[config.mk]
export PLATFORM = sky130hd
export DESIGN_NAME = control_sequencer
export DESIGN_NICKNAME = d
export VERILOG_FILES = /design/src/rtl/cpu_ctrl_pkg.sv /design/src/rtl/opcode_class_decode.sv /design/src/rtl/control_sequencer.sv
export SDC_FILE = /design/constraint.sdc
export NUM_CORES = 1
export LEC_CHECK = 0
export ABC_AREA = 1
export CORE_MARGIN = 4
export CORE_UTILIZATION = 34
export CTS_BUF_LIST = sky130_fd_sc_hd__clkbuf_4
export DETAILED_ROUTE_END_ITERATION = 16
export PLACE_DENSITY = 0.82
export SLEW_MARGIN = 30
export SYNTH_ARGS = -nofsm -noshare
export SYNTH_HDL_FRONTEND = slang
export SYNTH_SLANG_ARGS = --single-unit
[constraint.sdc]
create_clock -name clock -period 1.9 [get_ports clock]
set_input_delay 0.38 -clock clock [delete_from_list [all_inputs] [get_ports clock]]
set_output_delay 0.38 -clock clock [all_outputs]
set_load 0.05 [all_outputs]
[src/rtl/cpu_ctrl_pkg.sv]
`default_nettype none
// ============================================================================
//  Module      : cpu_ctrl_pkg
//  Description : Shared types and constants for the hardwired control unit.
//                Holds the sequencer state enum, the opcode map, the ALU
//                select codes and the instruction-class enum.
//  Revision    : 1.0  initial release
// ============================================================================
package cpu_ctrl_pkg;

   // Control-step state. IDLE is the reset state; HALT is terminal until clear.
   typedef enum logic [3:0] {
      IDLE = 4'd0,
      T0   = 4'd1,
      T1   = 4'd2,
      T2   = 4'd3,
      T3   = 4'd4,
      T4   = 4'd5,
      T5   = 4'd6,
      T6   = 4'd7,
      T7   = 4'd8,
      HALT = 4'd9
   } state_t;

   // Instruction classes seen by the sequencer.
   typedef enum logic [2:0] {
      LD   = 3'd0,
      LDI  = 3'd1,
      ST   = 3'd2,
      RALU = 3'd3,
      IALU = 3'd4,
      BR   = 3'd5,
      NOP  = 3'd6,
      HLT  = 3'd7
   } instr_class_t;

   // Opcode map (IR[31:27]).
   localparam logic [4:0] c_OP_LD   = 5'b00000;
   localparam logic [4:0] c_OP_LDI  = 5'b00001;
   localparam logic [4:0] c_OP_ST   = 5'b00010;
   localparam logic [4:0] c_OP_ADD  = 5'b00011;
   localparam logic [4:0] c_OP_SUB  = 5'b00100;
   localparam logic [4:0] c_OP_AND  = 5'b00101;
   localparam logic [4:0] c_OP_OR   = 5'b00110;
   localparam logic [4:0] c_OP_ADDI = 5'b01100;
   localparam logic [4:0] c_OP_ANDI = 5'b01101;
   localparam logic [4:0] c_OP_ORI  = 5'b01110;
   localparam logic [4:0] c_OP_BR   = 5'b10011;
   localparam logic [4:0] c_OP_NOP  = 5'b11010;
   localparam logic [4:0] c_OP_HALT = 5'b11011;

   // ALU operation selects driven on the opcode output.
   localparam logic [4:0] c_ALU_ADD = 5'b00011;
   localparam logic [4:0] c_ALU_SUB = 5'b00100;
   localparam logic [4:0] c_ALU_AND = 5'b00101;
   localparam logic [4:0] c_ALU_OR  = 5'b00110;

endpackage : cpu_ctrl_pkg
`default_nettype wire

[src/rtl/opcode_class_decode.sv]
`default_nettype none
// ============================================================================
//  Module      : opcode_class_decode
//  Description : Purely combinational opcode decoder. Maps the opcode field
//                to an instruction class and the ALU select used in T4.
//  Ports       : i_op      - opcode field IR[31:27]
//                o_cls     - instruction class
//                o_alu_sel - ALU select (ADD unless the class needs another)
//  Revision    : 1.0  initial release
// ============================================================================
module opcode_class_decode
   import cpu_ctrl_pkg::*;
#(
   parameter int OPW = 5
) (
   input  logic [OPW-1:0] i_op,
   output instr_class_t   o_cls,
   output logic [OPW-1:0] o_alu_sel
);

   always_comb begin
      o_cls     = NOP;
      o_alu_sel = c_ALU_ADD;
      case (i_op)
         c_OP_LD   : o_cls = LD;
         c_OP_LDI  : o_cls = LDI;
         c_OP_ST   : o_cls = ST;
         // Register ALU ops pass their own opcode straight through as select.
         c_OP_ADD,
         c_OP_SUB,
         c_OP_AND,
         c_OP_OR   : begin
            o_cls     = RALU;
            o_alu_sel = i_op;
         end
         c_OP_ADDI : begin
            o_cls     = IALU;
            o_alu_sel = c_ALU_ADD;
         end
         c_OP_ANDI : begin
            o_cls     = IALU;
            o_alu_sel = c_ALU_AND;
         end
         c_OP_ORI  : begin
            o_cls     = IALU;
            o_alu_sel = c_ALU_OR;
         end
         c_OP_BR   : o_cls = BR;
         c_OP_HALT : o_cls = HLT;
         // c_OP_NOP and every unassigned opcode execute as nop.
         default   : o_cls = NOP;
      endcase
   end

endmodule : opcode_class_decode
`default_nettype wire

[src/rtl/control_sequencer.sv]
`default_nettype none
// ============================================================================
//  Module      : control_sequencer
//  Description : Hardwired control unit for the single-bus DataPath. Steps
//                through T0-T7 and decodes state + opcode into strobes.
//  Ports       : clock, clear (async, active high)
//                IR      - instruction register, IR[31:27] decoded
//                CON_FF  - branch condition, used in branch T6
//                Stop    - halt request, honoured only in Done cycles
//                bus drivers, register enables, register selects,
//                IncPC/Read/Write, opcode (ALU select), Run, Done
//  Revision    : 1.0  initial release
// ============================================================================
module control_sequencer
   import cpu_ctrl_pkg::*;
#(
   parameter int OPW = 5,
   parameter int IRW = 32
) (
   input  logic           clock,
   input  logic           clear,
   input  logic [IRW-1:0] IR,
   input  logic           CON_FF,
   input  logic           Stop,
   output logic           PCout,
   output logic           Zlowout,
   output logic           MDRout,
   output logic           Rout,
   output logic           BAout,
   output logic           Cout,
   output logic           MARin,
   output logic           PCin,
   output logic           MDRin,
   output logic           IRin,
   output logic           Yin,
   output logic           ZLowIn,
   output logic           Rin,
   output logic           CONin,
   output logic           Gra,
   output logic           Grb,
   output logic           Grc,
   output logic           IncPC,
   output logic           Read,
   output logic           Write,
   output logic [OPW-1:0] opcode,
   output logic           Run,
   output logic           Done
);

   state_t         r_state;
   instr_class_t   w_cls;
   logic [OPW-1:0] w_alu_sel;
   logic           w_done;
   logic           w_unused_ir;

   // Only the opcode field matters to the sequencer.
   assign w_unused_ir = ^IR[IRW-OPW-1:0];

   opcode_class_decode #(
      .OPW (OPW)
   ) u_decode (
      .i_op      (IR[IRW-1 -: OPW]),
      .o_cls     (w_cls),
      .o_alu_sel (w_alu_sel)
   );

   // Last control step of each instruction class.
   always_comb begin
      w_done = 1'b0;
      case (r_state)
         T2      : w_done = (w_cls == NOP) || (w_cls == HLT);
         T5      : w_done = (w_cls == LDI) || (w_cls == RALU) || (w_cls == IALU);
         T6      : w_done = (w_cls == BR);
         T7      : w_done = 1'b1;
         default : w_done = 1'b0;
      endcase
   end

   always_ff @(posedge clock or posedge clear) begin
      if (clear) begin
         r_state <= IDLE;
      end else begin
         case (r_state)
            IDLE    : r_state <= T0;
            HALT    : r_state <= HALT;
            default : begin
               if (w_done)
                  r_state <= (Stop || (w_cls == HLT)) ? HALT : T0;
               else
                  r_state <= state_t'(r_state + 4'd1);
            end
         endcase
      end
   end

   // Strobes decode from the registered state, so an async clear drops them
   // within the same cycle.
   always_comb begin
      PCout   = 1'b0;  Zlowout = 1'b0;  MDRout = 1'b0;  Rout  = 1'b0;
      BAout   = 1'b0;  Cout    = 1'b0;  MARin  = 1'b0;  PCin  = 1'b0;
      MDRin   = 1'b0;  IRin    = 1'b0;  Yin    = 1'b0;  ZLowIn = 1'b0;
      Rin     = 1'b0;  CONin   = 1'b0;  Gra    = 1'b0;  Grb   = 1'b0;
      Grc     = 1'b0;  IncPC   = 1'b0;  Read   = 1'b0;  Write = 1'b0;
      opcode  = c_ALU_ADD;
      Run     = 1'b1;
      Done    = w_done;
      case (r_state)
         IDLE : opcode = '0;
         HALT : Run = 1'b0;
         T0   : begin PCout = 1'b1; MARin = 1'b1; IncPC = 1'b1; ZLowIn = 1'b1; end
         T1   : begin Zlowout = 1'b1; PCin = 1'b1; Read = 1'b1; MDRin = 1'b1; end
         T2   : begin MDRout = 1'b1; IRin = 1'b1; end
         T3   : begin
            case (w_cls)
               LD, LDI, ST : begin Grb = 1'b1; BAout = 1'b1; Yin = 1'b1; end
               RALU, IALU  : begin Grb = 1'b1; Rout = 1'b1; Yin = 1'b1; end
               BR          : begin Gra = 1'b1; Rout = 1'b1; CONin = 1'b1; end
               default     : ;
            endcase
         end
         T4   : begin
            opcode = w_alu_sel;
            case (w_cls)
               LD, LDI, ST, IALU : begin Cout = 1'b1; ZLowIn = 1'b1; end
               RALU              : begin Grc = 1'b1; Rout = 1'b1; ZLowIn = 1'b1; end
               BR                : begin PCout = 1'b1; Yin = 1'b1; end
               default           : ;
            endcase
         end
         T5   : begin
            case (w_cls)
               LD, ST           : begin Zlowout = 1'b1; MARin = 1'b1; end
               LDI, RALU, IALU  : begin Zlowout = 1'b1; Gra = 1'b1; Rin = 1'b1; end
               BR               : begin Cout = 1'b1; ZLowIn = 1'b1; end
               default          : ;
            endcase
         end
         T6   : begin
            case (w_cls)
               LD      : begin Read = 1'b1; MDRin = 1'b1; end
               // Read stays low so MDR captures the bus, not memory.
               ST      : begin Gra = 1'b1; Rout = 1'b1; MDRin = 1'b1; end
               BR      : begin Zlowout = 1'b1; PCin = CON_FF; end
               default : ;
            endcase
         end
         T7   : begin
            case (w_cls)
               LD      : begin MDRout = 1'b1; Gra = 1'b1; Rin = 1'b1; end
               ST      : Write = 1'b1;
               default : ;
            endcase
         end
         default : ;
      endcase
   end

endmodule : control_sequencer
`default_nettype wire

==> results.toml, run 1 <==
[status]
status = "finished with violations"
violations = "setup timing"

[logic_synthesis]
yosysWarnings = 0
ys.flop_type = "dfrtp_1"
synthCells = 136
netlist_area_um2 = 804.5
synth_top_area_cell = "nand2_1"
synthTopCellsByArea = "nand2_1, dfrtp_1, inv_1"
synth-edff-count = 0
yosys-top-cells-count = "nand2_1, inv_1, nor2_1, nand2_2, nand3_1"
yosysMostFrequentCell = "nand2_1"
yosysSeqAreaShare = 0.1244
avgSynthCellArea_um2 = 5.916
async_flop_share = 1.000
yosys.area.top_type_share = 0.1400
ys_ff_latch = 4
synth_cell_type_count = 30

[power]
fin_total_pwr_uw = 2777
power.internal_uw = 1245
p_comb_frac = 0.886
clkPwrFrac = 0.039
swShare = 0.5517
p_sw_uw = 1532
seq_power_share = 0.075
power_density_nw_per_um2 = 1342
vdd_ir_drop_max_v = 0.001467
p_leak_uw = 0.0009418

[detailed_routing]
first_iter_violations = 92
drcViolationCount = 0
wl_um = 5095
ant_nets = 0
vias = 1355
dr.pass1.iters = 5
wl_per_cell_um = 21.50
via_per_inst = 5.717

[critical_path]
r2r-end = "r_state[0]"
crit_fanout = 4
critical_path_required_ps = 1520
reg2reg_slack_ps = 0
worst_setup_path_end_kind = "primary output"
timing.critical_path.from_type = "register"
worstSetupEndpoint = "BAout"
reg2regPathDepth = 13
r2r-start = "r_state[1]"
startpoint = "r_state[0]"
cp.arrival_ps = 1790
worstSetupPathType = "reg -> out"

[finish]
n_fill_cell = 77
fin_nets = 251
diodes = 0
regArea_um2 = 101.3
largest_reg_flops = 4
multiInputGateArea_um2 = 917.1
final_core_util = 0.9266
reg_top3 = "r_state x4"
final-instance-count-excl-fill = 237
area_growth_pct = 157.2
drive_gt1_frac = 0.7464
regMostFlops = "r_state"

[clock_tree]
clock_path_buffers = 2
cts_hold_buf = 0
cts_made_buffers = 3
cts.clk_slew.worst_paths_ps = 40
clk_latency_ps = 240
cts.sinks = 4
cts_htree_levels = 1
cts_tree = "yes"
cts_root_buf = "clkbuf_4"

[global_route]
antenna_found_initial = 0
overflow = 0
grt_usage = 0.2507
grt_max_degree = 8
grt_pass1_vias = 1353
grt_first_pass_wirelength_um = 6506

[worst_hold_path]
hp-class = "in -> async"

[sta]
holdWs_ps = 350.0
fin_crit_sh = 1.140
setup_viol_count_final = 23
rsz0062_at_grt = "true"
clock_skew_ps = 2.923
fin_crit_ps = 2167
hold_viol = 0
max_freq_mhz = 461.5
slew_violations = 0
setup_slack_ps = -266.6

[placement]
placed_cells_incl_taps = 220
post-dp-hpwl_um = 2495
post-place-ws_ps = -572.5
gp_congestion = 0.9671
numPortBuffers = 33

[floorplanning]
die_w_um = 56.65
rows = 17
initial_core_util = 0.3602
core_area_um2 = 2233
die_area_um2 = 3209
io_pins = 63
fp.dieH_um = 56.65

[run]
drv_cap = 0
critical path: stages, from the launching register on:
cell,delay [ps]
dfrtp_1,410
inv_2,100
ha_4,150
inv_4,40
buf_4,130
buf_6,110
nor2_4,120
inv_2,90
nor3_4,230
buf_12,160
power by group through the flow:
stage               Clock, µW  Sequential (µW)  Combinational (µW)
floorplan                   0              162                1030
finish                    110              207                2460
detailed placement          0              182                1780
CTS                       110              192                1990
global route              123              213                2550
global placement            0              177                1730
cell usage in the layout, fill, tap and decap left out, types with 3 or more instances in the layout:
cell             instances
nand2_1                 18
inv_2                   12
dfrtp_1                  3
nand3_1                  6
buf_2                    4
nor2_4                  13
clkdlybuf4s50_1          3
buf_6                   12
inv_4                    4
buf_12                  22
inv_1                    8
ha_4                     3
buf_4                   29
clkbuf_4                 3
o21ai_4                  4
nor2_2                   5
nor2_1                   6
nand2_2                 15
nand2_4                  5
through the flow:
stage / setup TNS (ps) / instance area [µm²]
after global placement: -7998 / 1655
after detailed placement: -10110 / 1655
after global routing: -5522 / 2069
final: -3769 / 2069
after CTS: -1959 / 1856
after floorplan: -597.7 / 915.9
kinds of logic (layout without fill, tap and decap cells):
logic type | Yosys count | in the layout | share of synthesized area
AND/OR/NAND/NOR | 83 | 83 | 0.5303
buffers and inverters | 29 | 101 | 0.1586
AO/OA/AOI/OAI | 13 | 13 | 0.09798
adder cells (fa/ha/maj) | 4 | 4 | 0.06221
flip-flops | 4 | 4 | 0.1244
XOR/XNOR | 2 | 2 | 0.02178
other | 1 | 2 | 0.004661
area by class of cell:
type	instances	share of cell area
clock buffer	3	0.01088
inverter	25	0.05260
multi-input combinational	104	0.4432
sequential	4	0.04897
tap	28	0.01693
timing repair buffer	73	0.4274
layer usage:
metal,vias to the layer above,routed length (µm),global-route usage
li1,573,-,-
met1,626,1815,0.2961
met2,118,2473,0.4406
met3,38,488,0.04138
met4,0,318,0.1051
met5,-,0,0
how the worst min path moves through the flow:
stage / endpoint / slack [ps]
6_report: r_state[1] / 350
5_1_grt: r_state[3] / 350
4_1_cts: r_state[1] / 340
3_5_place_dp: r_state[1] / 590
3_3_place_gp: r_state[0] / 560
2_1_floorplan: r_state[0] / 150
what timing repair did:
item,CTS,global route
pin swaps,17,13
endpoints found under the setup margin,26,23
gates resized for setup,69,40
setup buffers,4,12
hold endpoints to repair,0,0
(Power assumes the default switching activity.)
==> run 2, diff against run 1 <==
--- a/config.mk
+++ b/config.mk
@@ -6,11 +6,12 @@
 export NUM_CORES = 1
 export LEC_CHECK = 0
 export ABC_AREA = 1
+export CAP_MARGIN = 5
 export CORE_MARGIN = 4
-export CORE_UTILIZATION = 34
+export CORE_UTILIZATION = 31
 export CTS_BUF_LIST = sky130_fd_sc_hd__clkbuf_4
 export DETAILED_ROUTE_END_ITERATION = 16
-export PLACE_DENSITY = 0.82
+export PLACE_DENSITY = 0.79
 export SLEW_MARGIN = 30
 export SYNTH_ARGS = -nofsm -noshare
 export SYNTH_HDL_FRONTEND = slang
==> constraint.sdc (replaced) <==
create_clock -name clock -period 1.8 [get_ports clock]
set_input_delay 0.36 -clock clock [delete_from_list [all_inputs] [get_ports clock]]
set_output_delay 0.36 -clock clock [all_outputs]
set_load 0.05 [all_outputs]
==> run 2 against run 1 <==
Effect of this change:
- the flow still finishes with violations (setup timing)
- count of clock-buffer cells in the layout is the same
- wire length shrank 8.1%
- sequential cell count is the same
- design area grew 4.4%
- hold slack lost 7.9 ps
- sequential share of layout area shrank 0.26 points
- clock power grew 8%
==> results.toml, run 2 (synthesis results as in run 1) <==
[clock_tree]
clock_path_buffers = 2
cts_root_buf = "clkbuf_4"
clk_latency_ps = 240
cts.clk_slew.worst_paths_ps = 40
cts_hold_buf = 0
cts_made_buffers = 3
cts.sinks = 4
cts_htree_levels = 1
cts_tree = "yes"

[critical_path]
cp.arrival_ps = 1810
worstPathCellList = "buf_6, ha_2, inv_2, nor2_4, inv_2, buf_4, o21ai_4, buf_12"
crit_top_cell = "inv_2"
worst_path_largest_cell_delay_ps = 430
worstSetupPathType = "reg -> out"
worst_setup_path_end_kind = "primary output"
timing.critical_path.from_type = "register"
cp_slowest_cell = "dfrtp_1"
critical_path_required_ps = 1440
reg2regPathDepth = 12
crit_fanout = 3

[placement]
numPortBuffers = 33
gp_congestion = 0.8413
post-dp-hpwl_um = 2567

[finish]
multiInputGateArea_um2 = 937.1
area_growth_pct = 168.6
n_fill_cell = 105
diodes = 0
mostFrequentLayoutCells = "buf_4, buf_12, nand2_1, nor2_4, nand2_2"
regArea_um2 = 100.1
reg_top3 = "r_state x4"
layout_commonest_cell = "buf_4"
final_core_util = 0.8722
regMostFlops = "r_state"
largest_reg_flops = 4
fin_nets = 261
drive_gt1_frac = 0.7808

[sta]
tns_ps = -5398
slew_violations = 0
rsz0062_at_grt = "true"
setup_slack_ps = -371.7
max_freq_mhz = 460.5
setup_viol_count_final = 26
fin_crit_sh = 1.207
fin_crit_ps = 2172
clock_skew_ps = 2.696
hold_viol = 0

[status]
status = "finished with violations"
violations = "setup timing"

[power]
p_comb_frac = 0.892
clkPwrFrac = 0.040
seq_power_share = 0.068
swShare = 0.5354
power.internal_uw = 1376
p_sw_uw = 1585
vdd_ir_drop_max_v = 0.001561
p_leak_uw = 0.0009874
power_density_nw_per_um2 = 1370

[global_route]
grt_max_degree = 7
grt_usage = 0.2528
grt_first_pass_wirelength_um = 6693
antenna_found_initial = 0
grt_pass1_vias = 1428
overflow = 0

[worst_hold_path]
hp-class = "in -> async"

[floorplanning]
rows = 18
die_w_um = 58.95
die_area_um2 = 3475
fp.dieH_um = 58.95
core_area_um2 = 2477
io_pins = 63
initial_core_util = 0.3247

[detailed_routing]
ant_nets = 0
drcViolationCount = 0
wl_per_cell_um = 18.81
first_iter_violations = 54
via_per_inst = 5.506
wl_um = 4683
vias = 1371
dr.pass1.iters = 4

[run]
drv_cap = 0
[run 2: cell types whose count changed in the layout (fill, tap and decap cells not counted), sizes merged]
cell	change
clkdlybuf4s15	+1
buf	+9
inv	+1
clkinv	-1
[run 2: worst paths after layout]
path / startpoint / to / slack [ps]
setup / recovery: r_state[1] / MARin / -370
hold / removal: clear / r_state[2] / 340
setup reg to reg: r_state[1] / r_state[3] / -90
hold reg to reg: r_state[0] / r_state[1] / 810
max in group asynchronous: clear / r_state[1] / 1300
min in group clock: r_state[0] / r_state[1] / 810
[run 2: power by group through the flow]
| stage | sequential, µW | combinational, µW | clock [µW] |
|---|---|---|---|
| 5_1_grt | 205 | 2730 | 123 |
| 4_1_cts | 189 | 2340 | 113 |
| 3_3_place_gp | 178 | 1980 | 0 |
| 3_5_place_dp | 182 | 2020 | 0 |
| 2_1_floorplan | 169 | 1140 | 0 |
| 6_report | 202 | 2640 | 119 |
[run 2: critical path, delay by kind of cell, from the launching register on]
kind	cells	cell delay (ps)
AO/OA/AOI/OAI	1	150
adder cells (fa/ha/maj)	1	170
buffers and inverters	5	600
flip-flops	1	430
AND/OR/NAND/NOR	1	200
[run 2: cell type report]
class | instances | share of cell area
multi-input cells | 104 | 0.4337
clock buffers | 3 | 0.01042
inverters | 25 | 0.05269
repair buffers | 83 | 0.4395
well taps | 30 | 0.01737
flip-flops and latches | 4 | 0.04632
[run 2: routing by layer]
| metal | global-route usage | part of all wire | up-vias |
|---|---|---|---|
| met5 | 0 | 0 | - |
| met3 | 0.02632 | 0.063 | 22 |
| li1 | - | - | 589 |
| met2 | 0.5032 | 0.54 | 88 |
| met4 | 0.1036 | 0.041 | 0 |
| met1 | 0.2616 | 0.36 | 672 |
[run 2: what timing repair did]
action	in CTS	in global routing
setup buffers	11	6
resized for setup	81	29
setup endpoints to repair	27	25
pin swaps	24	17
[run 2: metrics by stage]
stage | power [µW] | cell area (µm²) | cells | setup WS (ps) | hold slack [ps]
floorplan | 1305 | 934.6 | 137 | -184.2 | 126.1
global placement | 2160 | 1737 | 230 | -483.9 | 548.7
detailed placement | 2197 | 1737 | 230 | -564.7 | 554.5
CTS | 2641 | 2031 | 244 | -217.1 | 314.3
global route | 3062 | 2161 | 249 | -344.9 | 368.7
finish | 2961 | 2161 | 249 | -371.7 | 342.1
==> run 3, diff against run 2 <==
--- a/config.mk
+++ b/config.mk
@@ -12,7 +12,6 @@
 export CTS_BUF_LIST = sky130_fd_sc_hd__clkbuf_4
 export DETAILED_ROUTE_END_ITERATION = 16
 export PLACE_DENSITY = 0.79
-export SLEW_MARGIN = 30
 export SYNTH_ARGS = -nofsm -noshare
 export SYNTH_HDL_FRONTEND = slang
 export SYNTH_SLANG_ARGS = --single-unit
==> results of run 3 <==
Same layout as run 2: the final DEF is identical, and so are final timing and power.
